**src/rtl/dfs_pkg.sv**
```systemverilog
// Shared types and defaults for the DFS multi-channel frequency controller.
package dfs_pkg;

   typedef enum logic [1:0] {
      S_BOOT     = 2'd0,
      S_SCAN     = 2'd1,
      S_WAIT_ACK = 2'd2
   } state_t;

   localparam int DEF_N_FREQ = 6;
   localparam int DEF_FREQS [DEF_N_FREQ] = '{480, 440, 400, 360, 320, 280};

   function automatic int ch_w(input int n);
      return (n > 1) ? $clog2(n) : 1;
   endfunction

endpackage

```
**src/rtl/rr_arbiter.sv**
```systemverilog
// Round-robin arbiter: one-hot grant, search starts after the last accepted grant.
module rr_arbiter
   import dfs_pkg::*;
#(
   parameter int N = 4
)(
   input  logic         clk,
   input  logic         rst,
   input  logic [N-1:0] req,
   input  logic         advance,
   output logic [N-1:0] grant
);

   localparam int PW = ch_w(N);

   logic [PW-1:0] r_last;
   logic [PW-1:0] w_gnt_idx;
   logic          w_found;

   always_comb begin
      grant     = '0;
      w_found   = 1'b0;
      w_gnt_idx = r_last;
      for (int off = 1; off <= N; off++) begin
         if (!w_found && req[(int'(r_last) + off) % N]) begin
            w_found   = 1'b1;
            w_gnt_idx = PW'((int'(r_last) + off) % N);
            grant[(int'(r_last) + off) % N] = 1'b1;
         end
      end
   end

   // Reset to the top channel so channel 0 wins the first search.
   always_ff @(posedge clk or posedge rst) begin
      if (rst) begin
         r_last <= PW'(N - 1);
      end else if (advance && w_found) begin
         r_last <= w_gnt_idx;
      end
   end

endmodule

```
**src/rtl/multi_freq_ctrl.sv**
```systemverilog
// Multi-channel DFS frequency controller: boot-time programming, round-robin
// FIFO servicing, ack timeout with bounded re-issue and sticky error/clamp flags.
//
// state      | meaning
// S_BOOT     | walk channels in order, programming the boot frequency
// S_SCAN     | grant one FIFO request per cycle, pop and maybe issue
// S_WAIT_ACK | command outstanding; wait for ack, re-issue on timeout
module multi_freq_ctrl
   import dfs_pkg::*;
#(
   parameter int DATA_WIDTH  = 13,
   parameter int N_FREQ      = DEF_N_FREQ,
   parameter int FREQS [N_FREQ] = DEF_FREQS,
   parameter int PLL_FREQ    = 1,
   parameter int N_CH        = 4,
   parameter int IDX_W       = 8,
   parameter int ACK_TIMEOUT = 64,
   parameter int MAX_RETRY   = 3,
   localparam int CH_W       = ch_w(N_CH)
)(
   input  logic                    clk,
   input  logic                    rst,
   input  logic [N_CH-1:0]         enable_i,
   input  logic [N_CH*IDX_W-1:0]   freq_data_i,
   input  logic [N_CH-1:0]         freq_empty_i,
   output logic [N_CH-1:0]         freq_pop_o,
   output logic                    dfs_en_o,
   output logic [CH_W-1:0]         dfs_ch_o,
   output logic [DATA_WIDTH-1:0]   dfs_data_o,
   input  logic                    dfs_ack_i,
   output logic [N_CH*IDX_W-1:0]   cur_idx_o,
   output logic [N_CH-1:0]         err_o,
   output logic [N_CH-1:0]         clamp_o
);

   localparam int TMR_W = ch_w(ACK_TIMEOUT);
   localparam int RET_W = ch_w(MAX_RETRY + 1);
   localparam int BC_W  = CH_W + 1;
   localparam logic [DATA_WIDTH-1:0] BOOT_WORD = DATA_WIDTH'(FREQS[PLL_FREQ]);

   state_t                       r_state;
   state_t                       w_next_state;
   logic [BC_W-1:0]              r_boot_ch;
   logic                         r_dfs_en;
   logic [CH_W-1:0]              r_dfs_ch;
   logic [DATA_WIDTH-1:0]        r_dfs_data;
   logic [IDX_W-1:0]             r_txn_idx;
   logic [TMR_W-1:0]             r_timer;
   logic [RET_W-1:0]             r_retry;
   logic [N_CH-1:0][IDX_W-1:0]   r_cur_idx;
   logic [N_CH-1:0]              r_err;
   logic [N_CH-1:0]              r_clamp;

   logic [N_CH-1:0][IDX_W-1:0]   w_fdata;
   logic [N_CH-1:0]              w_req;
   logic [N_CH-1:0]              w_grant;
   logic [CH_W-1:0]              w_gnt_ch;
   logic [IDX_W-1:0]             w_gnt_raw;
   logic                         w_gnt_clamped;
   logic [IDX_W-1:0]             w_gnt_idx;
   logic [CH_W-1:0]              w_boot_sel;
   logic                         w_issue;
   logic [CH_W-1:0]              w_issue_ch;
   logic [IDX_W-1:0]             w_issue_idx;
   logic [DATA_WIDTH-1:0]        w_issue_word;
   logic [N_CH-1:0]              w_pop;
   logic                         w_advance;
   logic [N_CH-1:0]              w_clamp_set;
   logic                         w_done;
   logic                         w_commit;
   logic                         w_err_set;
   logic                         w_boot_inc;
   logic                         w_retry;

   assign w_fdata    = freq_data_i;
   assign w_req      = enable_i & ~freq_empty_i & {N_CH{r_state == S_SCAN}};
   assign w_boot_sel = r_boot_ch[CH_W-1:0];

   rr_arbiter #(.N(N_CH)) u_rr_arbiter (
      .clk     (clk),
      .rst     (rst),
      .req     (w_req),
      .advance (w_advance),
      .grant   (w_grant)
   );

   always_comb begin
      w_gnt_ch = '0;
      for (int k = 0; k < N_CH; k++) begin
         if (w_grant[k]) w_gnt_ch = CH_W'(k);
      end
      w_gnt_raw     = w_fdata[w_gnt_ch];
      w_gnt_clamped = (w_gnt_raw >= IDX_W'(N_FREQ));
      w_gnt_idx     = w_gnt_clamped ? IDX_W'(N_FREQ - 1) : w_gnt_raw;
   end

   always_comb begin
      w_issue_word = '0;
      for (int k = 0; k < N_FREQ; k++) begin
         if (w_issue_idx == IDX_W'(k)) w_issue_word = DATA_WIDTH'(FREQS[k]);
      end
   end

   always_comb begin
      w_next_state = r_state;
      w_issue      = 1'b0;
      w_issue_ch   = r_dfs_ch;
      w_issue_idx  = r_txn_idx;
      w_pop        = '0;
      w_advance    = 1'b0;
      w_clamp_set  = '0;
      w_done       = 1'b0;
      w_commit     = 1'b0;
      w_err_set    = 1'b0;
      w_boot_inc   = 1'b0;
      w_retry      = 1'b0;
      case (r_state)
         S_BOOT: begin
            if (r_boot_ch >= BC_W'(N_CH)) begin
               w_next_state = S_SCAN;
            end else if (enable_i[w_boot_sel]) begin
               w_issue      = 1'b1;
               w_issue_ch   = w_boot_sel;
               w_issue_idx  = IDX_W'(PLL_FREQ);
               w_next_state = S_WAIT_ACK;
            end else begin
               w_boot_inc = 1'b1;
            end
         end
         S_SCAN: begin
            if (|w_grant) begin
               w_pop       = w_grant;
               w_advance   = 1'b1;
               w_clamp_set = w_grant & {N_CH{w_gnt_clamped}};
               // A request matching the committed index is consumed silently.
               if (w_gnt_idx != r_cur_idx[w_gnt_ch]) begin
                  w_issue      = 1'b1;
                  w_issue_ch   = w_gnt_ch;
                  w_issue_idx  = w_gnt_idx;
                  w_next_state = S_WAIT_ACK;
               end
            end
         end
         S_WAIT_ACK: begin
            if (dfs_ack_i) begin
               w_commit = 1'b1;
               w_done   = 1'b1;
            end else if (r_timer == '0) begin
               if (r_retry == RET_W'(MAX_RETRY)) begin
                  w_err_set = 1'b1;
                  w_done    = 1'b1;
               end else begin
                  w_retry = 1'b1;
               end
            end
            if (w_done) begin
               if (r_boot_ch < BC_W'(N_CH)) begin
                  w_boot_inc   = 1'b1;
                  w_next_state = S_BOOT;
               end else begin
                  w_next_state = S_SCAN;
               end
            end
         end
         default: w_next_state = S_BOOT;
      endcase
   end

   always_ff @(posedge clk or posedge rst) begin
      if (rst) r_state <= S_BOOT;
      else     r_state <= w_next_state;
   end

   always_ff @(posedge clk or posedge rst) begin
      if (rst) begin
         r_boot_ch  <= '0;
         r_dfs_en   <= 1'b0;
         r_dfs_ch   <= '0;
         r_dfs_data <= BOOT_WORD;
         r_txn_idx  <= IDX_W'(PLL_FREQ);
         r_timer    <= '0;
         r_retry    <= '0;
         r_err      <= '0;
         r_clamp    <= '0;
         for (int c = 0; c < N_CH; c++) r_cur_idx[c] <= IDX_W'(PLL_FREQ);
      end else begin
         r_dfs_en <= w_issue | w_retry;
         // Timer holds ACK_TIMEOUT-1 on the strobe cycle so it reaches zero
         // on the last waiting cycle and the re-issue lands exactly on +ACK_TIMEOUT.
         if (w_issue) begin
            r_dfs_ch   <= w_issue_ch;
            r_dfs_data <= w_issue_word;
            r_txn_idx  <= w_issue_idx;
            r_timer    <= TMR_W'(ACK_TIMEOUT - 1);
            r_retry    <= '0;
         end else if (r_state == S_WAIT_ACK) begin
            if (w_done) begin
               r_timer <= '0;
               r_retry <= '0;
            end else if (w_retry) begin
               r_timer <= TMR_W'(ACK_TIMEOUT - 1);
               r_retry <= r_retry + 1'b1;
            end else begin
               r_timer <= r_timer - 1'b1;
            end
         end
         if (w_commit)   r_cur_idx[r_dfs_ch] <= r_txn_idx;
         if (w_err_set)  r_err <= r_err | (N_CH'(1) << r_dfs_ch);
         if (w_boot_inc) r_boot_ch <= r_boot_ch + 1'b1;
         r_clamp <= r_clamp | w_clamp_set;
      end
   end

   assign freq_pop_o = w_pop;
   assign dfs_en_o   = r_dfs_en;
   assign dfs_ch_o   = r_dfs_ch;
   assign dfs_data_o = r_dfs_data;
   assign cur_idx_o  = r_cur_idx;
   assign err_o      = r_err;
   assign clamp_o    = r_clamp;

endmodule

```
**config.mk**
```make
export PLATFORM = sky130hd
export DESIGN_NAME = multi_freq_ctrl
export DESIGN_NICKNAME = d
export VERILOG_FILES = /design/src/rtl/dfs_pkg.sv /design/src/rtl/rr_arbiter.sv /design/src/rtl/multi_freq_ctrl.sv
export SDC_FILE = /design/constraint.sdc
export NUM_CORES = 1
export LEC_CHECK = 0
export BUFFER_PORTS_ARGS = -buffer_cell sky130_fd_sc_hd__buf_2
export CAP_MARGIN = 20
export CORE_MARGIN = 2
export CORE_UTILIZATION = 38
export CTS_BUF_LIST = sky130_fd_sc_hd__clkbuf_8
export CTS_CLUSTER_DIAMETER = 60
export DETAILED_ROUTE_END_ITERATION = 10
export PLACE_DENSITY_LB_ADDON = 0.12
export SYNTH_ARGS = -nofsm -noshare
export SYNTH_HDL_FRONTEND = slang
export SYNTH_SLANG_ARGS = --single-unit
```
**constraint.sdc**
```tcl
create_clock -name clk -period 10.5 [get_ports clk]
set_input_delay 1.575 -clock clk [delete_from_list [all_inputs] [get_ports clk]]
set_output_delay 1.575 -clock clk [all_outputs]
set_load 0.01 [all_outputs]
```
# Word-level counts from Yosys, hierarchy flattened
# Cells that the tools add are included.
[totals] register_bits=79 inputBits=43 out_inout_bits=60 wordCells=200
[classes] n_addsub=7 n_lt_le_gt_ge=15 n_eq_ne=15 shifts=1 mux=105 bitwise_logic=14 reduce_logical=28
[ops] operator="$mux 13" count=5
[ops] operator="$mux 8" count=8
[ops] operator="$mux 1" count=42
[ops] operator="$mux 2" count=19
[ops] operator="$bmux 8 s2" count=2
[ops] operator="$bwmux 32" count=1
[ops] operator="$mux 4" count=8
[ops] operator="$mux 6" count=4
[ops] operator="$or 4x4->4" count=5
[ops] operator="$demux 8 s2" count=1
[ops] operator="$eq 8x2->1 const B" count=2
[ops] operator="$eq 8x3->1 const B" count=2
[ops] operator="$lt 3x4->1 const B" count=4
[ops] operator="$pmux 8 s2" count=1
[ops] operator="$and 4x4->4" count=3
[ops] operator="$ge 3x1->1 const B" count=4
[ops] operator="$bmux 1 s2" count=5
[ops] operator="$logic_and 1x1->1" count=9
[ops] operator="$lt 2x3->1 const B" count=3
[ops] operator="$mux 9" count=1
[ops] operator="$demux 1 s2" count=4
[ops] operator="$eq 8x1->1 const B" count=1
[ops] operator="$ge 8x3->1 const B" count=1
[ops] operator="$logic_not 8->1" count=1
[ops] operator="other kinds (31)" count=49

# Depth between registers and ports, before layout
[depth] word_depth=34 mapped_depth=17 mapped_depth_nobuf=13

# Cells and area by module
# From an unflattened synthesis, not the netlist that was laid out.
[unflattened] cells_unflattened=401 hier_area_um2=4320.4
[by_module_without_submodules] mod="multi_freq_ctrl" instances=1 cells_each=316 area_each_um2=3601.0 seq_area_each_um2=1764.2
[by_module_without_submodules] mod="rr_arbiter" instances=1 cells_each=85 area_each_um2=719.4 seq_area_each_um2=52.6

# Worst setup path before layout
# No wires, ideal clock.
[synth_timing] path_kind="input-to-output" start="input freq_empty_i[0]" end="output freq_pop_o[3]" arrival_ps=3312 t_required_ps=8925 path_slack_ps=5613 stages=8 n_path_buf=2 cell_sequence="nand4bb_1 mux4_2 buf_4 and3_1 o22a_1 nor2_4 buf_4 inv_1"
[synth_via] elab_chain_cells=19 elab_cells_between_ends=34 classes_between="21 x mux; 6 x bitwise; 7 x reduce/logical"
[synth_lines] element="start, declared" line="multi_freq_ctrl.sv:25" text="input logic [N_CH-1:0] freq_empty_i,"
[synth_lines] element="$not 4->4 *" line="multi_freq_ctrl.sv:76" text="assign w_req = enable_i & ~freq_empty_i & {N_CH{r_state == S_SCAN}};"
[synth_lines] element="$and 4x4->4 * (2 in a row)" line="multi_freq_ctrl.sv:76"
[synth_lines] element="$bmux 1 s2" line="rr_arbiter.sv:25" text="if (!w_found && req[(int'(r_last) + off) % N]) begin"
[synth_lines] element="$mux 1 (not written as such) (2 in a row)" line="rr_arbiter.sv:25"
[synth_lines] element="$mux 1" line="rr_arbiter.sv:25"
[synth_lines] element="$logic_not 1->1" line="rr_arbiter.sv:25"
[synth_lines] element="$logic_and 1x1->1" line="rr_arbiter.sv:25"
[synth_lines] element="$mux 1" line="rr_arbiter.sv:25"
[synth_lines] element="$logic_not 1->1" line="rr_arbiter.sv:25"
[synth_lines] element="$logic_and 1x1->1" line="rr_arbiter.sv:25"
[synth_lines] element="$mux 1" line="rr_arbiter.sv:25"
[synth_lines] element="$logic_not 1->1" line="rr_arbiter.sv:25"
[synth_lines] element="$logic_and 1x1->1" line="rr_arbiter.sv:25"
[synth_lines] element="$mux 4 *" line="rr_arbiter.sv:25"
[synth_lines] element="$reduce_or 4->1" line="multi_freq_ctrl.sv:131" text="if (|w_grant) begin"
[synth_lines] element="$mux 4 *" line="multi_freq_ctrl.sv:131"
[synth_lines] element="$mux 4 *" line="multi_freq_ctrl.sv:117" text="case (r_state)"
[synth_lines] element="end, declared" line="multi_freq_ctrl.sv:26" text="output logic [N_CH-1:0] freq_pop_o,"
# Every way passes the cells marked *; elsewhere a longest branch is shown, timed or not. The select of a mux whose other input is x is not followed.

# Worst setup path after layout
[layout_timing] start="input freq_empty_i[3]" end="register r_dfs_ch[0] (netlist: dfs_ch_o[0])"
[layout_via] elab_chain_cells=28 elab_cells_between_ends=51 classes_between="1 x order compare; 3 x eq/ne; 33 x mux; 6 x bitwise; 8 x reduce/logical"
[layout_lines] element="$not 4->4 *" line="multi_freq_ctrl.sv:76"
[layout_lines] element="$and 4x4->4 * (2 in a row)" line="multi_freq_ctrl.sv:76"
[layout_lines] element="$bmux 1 s2" line="rr_arbiter.sv:25"
[layout_lines] element="$mux 1 (not written as such) (2 in a row)" line="rr_arbiter.sv:25"
[layout_lines] element="$mux 1" line="rr_arbiter.sv:25"
[layout_lines] element="$logic_not 1->1" line="rr_arbiter.sv:25"
[layout_lines] element="$logic_and 1x1->1" line="rr_arbiter.sv:25"
[layout_lines] element="$mux 1" line="rr_arbiter.sv:25"
[layout_lines] element="(+10 left out)"
[layout_lines] element="$mux 8 (not written as such)" line="multi_freq_ctrl.sv:92" text="w_gnt_raw = w_fdata[w_gnt_ch];"
[layout_lines] element="$ge 8x3->1" line="multi_freq_ctrl.sv:93" text="w_gnt_clamped = (w_gnt_raw >= IDX_W'(N_FREQ));"
[layout_lines] element="$mux 8" line="multi_freq_ctrl.sv:94" text="w_gnt_idx = w_gnt_clamped ? IDX_W'(N_FREQ - 1) : w_gnt_raw;"
[layout_lines] element="$ne 8x8->1" line="multi_freq_ctrl.sv:136" text="if (w_gnt_idx != r_cur_idx[w_gnt_ch]) begin"
[layout_lines] element="$mux 1" line="multi_freq_ctrl.sv:136"
[layout_lines] element="$mux 1" line="multi_freq_ctrl.sv:131"
[layout_lines] element="$pmux 1 s2" line="multi_freq_ctrl.sv:117"
[layout_lines] element="$reduce_and 6->1 (no source line)"
[layout_lines] element="end signal, assigned" line="multi_freq_ctrl.sv:191" text="r_dfs_ch <= w_issue_ch;"
[layout_lines] element="end, declared" line="multi_freq_ctrl.sv:45" text="logic [CH_W-1:0] r_dfs_ch;"
# Marked as above.
# A chain may end at the register's enable or synchronous reset.

==> results_tabular.tex <==
\begin{tabular}{lr}
\hline
Metric & Value \\
\hline
\multicolumn{2}{l}{\textbf{Run status}} \\
\quad Run status & finished, final reports clean \\
\multicolumn{2}{l}{\textbf{Synth}} \\
\quad Synth Instances & approximately 380 \\
\quad Dominant cells by area after synthesis & sky130\_fd\_sc\_hd\_\_dfrtp\_1 37\%, sky130\_fd\_sc\_hd\_\_mux2\_2 9.1\%, sky130\_fd\_sc\_hd\_\_dfstp\_2 7.7\%, sky130\_fd\_sc\_hd\_\_ha\_1 3.1\%, sky130\_fd\_sc\_hd\_\_nand2\_1 2.8\% \\
\quad Most common cell in the netlist & sky130\_fd\_sc\_hd\_\_dfrtp\_1 \\
\quad Area leader, netlist & sky130\_fd\_sc\_hd\_\_dfrtp\_1 \\
\quad Share of the synthesized area in the top cell type & between 30\% and 40\% \\
\quad Fraction of synthesized cell area in xor and xnor cells & less than 1\% \\
\quad Number of library cell types mapped by synthesis & 73 \\
\quad Mux share of post-synthesis cell area & between 10\% and 20\% \\
\quad Area share of and/or/nand/nor cells after synthesis & between 10\% and 20\% \\
\quad Main combinational cell family by area after synthesis & compound AO/OA/AOI/OAI gates \\
\quad Adder and majority gate portion of the synthesized area & 3.05\% \\
\quad Most common library cells after synthesis & 60 x sky130\_fd\_sc\_hd\_\_dfrtp\_1, 33 x sky130\_fd\_sc\_hd\_\_mux2\_2, 31 x sky130\_fd\_sc\_hd\_\_nand2\_1 \\
\quad Warning count from the yosys run & 0 \\
\quad Top flip-flop cell by instance count after synthesis & sky130\_fd\_sc\_hd\_\_dfrtp\_1 \\
\quad Sequential fraction of the synthesis area & between 40\% and 50\% \\
\quad Complex-gate fraction of the synthesized area & between 10\% and 20\% \\
\quad Area of the mapped netlist & between 4000 and 5000 um2 \\
\quad Average size of a mapped cell & 10.8 um2 \\
\quad Fraction of registers with async set or reset after synthesis & 100\% \\
\quad Post-synthesis register bit count & between 70 and 80 \\
\quad Number of synthesized flops with an enable pin & 0 \\
\multicolumn{2}{l}{\textbf{Timing}} \\
\quad Final period demand of the worst path & 5440 ps \\
\quad Final setup violating endpoints & 0 \\
\quad Worst hold slack after final layout & $\sim$460 ps \\
\quad RSZ-0062 raised after global routing & no \\
\quad Portion of the clock cycle consumed by the worst path in the final layout & roughly half \\
\quad Slew at the pin closest to its max-slew limit & $\sim$950 ps \\
\quad Fin Clk Skew & about 11 ps \\
\quad Fin. max-slew vios & 0 \\
\quad Slew margin rel. & a little over a third \\
\quad Final-report hold violation count & 0 \\
\quad Total Negative Setup Slacks & 0 ps \\
\quad Fmax achieved & around 180 MHz \\
\multicolumn{2}{l}{\textbf{Route}} \\
\quad Routed wire length per instance & 16.9 um \\
\quad Initial DRC count & between 100 and 150 \\
\quad Total via count after detailed routing & 3355 \\
\quad Wire length after detailed routing & 10400 um \\
\quad Remaining routing DRC violations & 0 \\
\quad Detailed Routing Iterations Pass 1 & 5 \\
\quad Antenna viol nets, final & 0 \\
\quad Vias per std cell & 5.45 \\
\multicolumn{2}{l}{\textbf{Global route}} \\
\quad All-Layer GR Usage & between 10\% and 20\% \\
\quad Initial antenna violation count & 0 \\
\quad Maximum number of pins on one net before global-route repair & between 70 and 80 \\
\quad Vias in the first global route & about 3.3k \\
\quad Global-route congestion overflow total & 0 \\
\quad Global-route wire length before repair & between 15000 and 20000 um \\
\multicolumn{2}{l}{\textbf{CTS}} \\
\quad Longest Clk Path Bufs & 2 \\
\quad CTS tree & yes \\
\quad Number of post-CTS setup repair buffers & 0 \\
\quad Post-cts sizing count & 0 \\
\quad Clock latency reported for the late side of the worst-skew pair & $\sim$350 ps \\
\quad H-tree lvl count & 3 \\
\quad Hold-fix buffer count after cts & 0 \\
\quad Clock sink count & approximately 70 \\
\quad CTS Buf Count & 9 \\
\quad Clock root buffer & sky130\_fd\_sc\_hd\_\_clkbuf\_8 \\
\quad CTS clk-pin slew, worst paths & around 80 ps \\
\multicolumn{2}{l}{\textbf{Job}} \\
\quad Max-cap violations & 0 \\
\multicolumn{2}{l}{\textbf{Setup path}} \\
\quad R2R Path End & dfs\_ch\_o[0]\$\_DFFE\_PP0P\_ \\
\quad Endpoint arrival time on the critical path & 5670 ps \\
\quad Nature of the critical path endpoint & flip-flop \\
\quad Launch point of the critical path & freq\_empty\_i[3] \\
\quad Number of cells on the worst reg-to-reg path & 12 \\
\quad Worst R2R Start & u\_rr\_arbiter.r\_last[0]\$\_DFFE\_PP1P\_ \\
\quad Launching element type of the critical path & input port \\
\quad Required arrival time at the worst endpoint & $\sim$11000 ps \\
\quad Highest net fanout along the worst path & 26 \\
\quad Register-to-register path setup slack & roughly 5600 ps \\
\quad Worst setup path class & input port to flip-flop \\
\multicolumn{2}{l}{\textbf{Finish}} \\
\quad Fin util & a little under half \\
\quad Sequential cell area in the final layout & 1820 um2 \\
\quad Antenna diode count & 0 \\
\quad Filler Cells Inserted & $\sim$1.0k \\
\quad Area of the multi-input gates & about 2100 um2 \\
\quad Fraction of layout cells with a size suffix above 1 & 37.3\% \\
\quad Area Growth Syn to Fin & 18.4\% \\
\quad Post-layout net count & 528 \\
\multicolumn{2}{l}{\textbf{Floorplan}} \\
\quad Die Footprint & 11600 um2 \\
\quad Site Rows & 37 \\
\quad Die W & 108 um \\
\quad Height of the die & approximately 110 um \\
\quad Starting Density & around 39\% \\
\quad Boundary Pins & between 100 and 150 \\
\quad CORE AREA & $\sim$10000 um2 \\
\multicolumn{2}{l}{\textbf{Hold path}} \\
\quad Start point of the worst hold path & clamp\_o[1]\$\_DFF\_PP0\_ \\
\quad Hold Path Sink & clamp\_o[1]\$\_DFF\_PP0\_ \\
\quad Hold Path Depth & 1 \\
\quad Hold Path Class & flip-flop to flip-flop \\
\multicolumn{2}{l}{\textbf{Power}} \\
\quad Power Internal & 0.821 mW \\
\quad Worst IR drop on VDD & 0.147 mV \\
\quad Lkg Pwr & 2.33 nW \\
\quad Relative contribution of the clock network to total power & about 14\% \\
\quad Power density over the cells & 318 nW/um2 \\
\quad Logic pwr share & 57.6\% \\
\quad Relative contribution of sequential cells to total power & between 20\% and 30\% \\
\quad Net Switching & 0.722 mW \\
\quad Net switching share of the total power & a little under half \\
\multicolumn{2}{l}{\textbf{Place}} \\
\quad Final weighted congestion in routability-driven placement & between 0.7 and 0.8 \\
\quad Port Buffers & 95 \\
\quad Detailed placer's ending HPWL & about 7600 um \\
\hline
\end{tabular}
registers in the layout (all words and copies together) (netlist names):
register	flops
r_retry	2
err_o	4
u_rr_arbiter.r_last	2
dfs_en_o	1
r_timer	6
clamp_o	4
r_boot_ch	3
cur_idx_o	32
r_state	2
dfs_ch_o	2
r_txn_idx	8
dfs_data_o	6
metrics by stage:
stage / setup WS [ps] / std cells / cell area [um2] / power (mW)
final: 5060 / 616 / 4850 / 1.54
after global routing: 4840 / 616 / 4850 / 1.67
after CTS: 5100 / 616 / 4850 / 1.56
after detailed placement: 4740 / 600 / 4650 / 1.33
after global placement: 4880 / 600 / 4650 / 1.31
after floorplan: 5610 / 385 / 4120 / 1.12
cell usage in the layout, fill, tap and decap left out, drive strengths merged, types with 6 or more instances in the layout:
cell	synthesis	routed
or4	6	6
clkbuf	1	9
a21oi	23	23
ha	10	10
nand2b	6	6
conb	1	7
nand3	10	10
dfrtp	60	60
nor3	9	9
inv	19	20
dfstp	12	12
o21ai	14	14
and2	10	10
nand2	31	31
a21o	7	7
buf	16	96
mux2	34	34
nor2	19	19
worst max-delay path by stage:
stage,endpoint,slack [ps],cells after the start
floorplan,freq_pop_o[3],5610,8
global placement,dfs_ch_o[0]$_DFFE_PP0P_,4880,12
detailed placement,dfs_data_o[6]$_DFFE_PP0P_,4740,13
CTS,freq_pop_o[3],5100,8
global route,dfs_data_o[6]$_DFFE_PP0P_,4840,13
finish,dfs_ch_o[0]$_DFFE_PP0P_,5060,12
cell families (layout without fill, tap and decap cells):
kind of cell | Yosys count | in the layout
mux | 41 | 41
simple gates | 118 | 118
buf+inv | 36 | 131
compound gates | 97 | 97
flops | 72 | 72
fa+ha+maj | 10 | 10
xor+xnor | 4 | 4
other cells | 1 | 7
power groups by stage:
stage          Combinational, mW  Clock [mW]  Sequential, mW
5_1_grt                    0.989       0.240           0.446
3_5_place_dp               0.890           0           0.439
4_1_cts                    0.896       0.228           0.435
2_1_floorplan              0.690           0           0.429
3_3_place_gp               0.874           0           0.438
6_report                   0.889       0.219           0.435
routing by layer:
metal  global-route usage (%)  wire length [um]  up-vias  share of wire, %
met2                     29.3              4790       91                46
met4                     4.67                46        0              0.44
met1                     25.1              5020     1650                48
met5                        0                 0        -                 0
met3                     3.81               529        4               5.1
li1                         -                 -     1610                 -
final cells by class:
type | count | share of cell area (%)
Tap cell | 136 | 3.51
Timing Repair Buffer | 96 | 9.96
Inverter | 19 | 1.47
Sequential cell | 72 | 37.5
Multi-Input combinational cell | 277 | 43.6
Clock buffer | 9 | 2.55
Clock inverter | 7 | 1.47
worst max-delay path, cell delays in order:
cell and delay, ps:
sky130_fd_sc_hd__buf_2 100, sky130_fd_sc_hd__nand4bb_1 260, sky130_fd_sc_hd__mux4_2 670, sky130_fd_sc_hd__and4bb_2 340, sky130_fd_sc_hd__o21ai_1 160, sky130_fd_sc_hd__nand3_1 390
sky130_fd_sc_hd__o32a_1 490, sky130_fd_sc_hd__a311oi_1 280, sky130_fd_sc_hd__o211a_1 250, sky130_fd_sc_hd__o221ai_2 170, sky130_fd_sc_hd__a21boi_4 590, sky130_fd_sc_hd__mux2_1 380
Power figures use the tool's default switching activity.
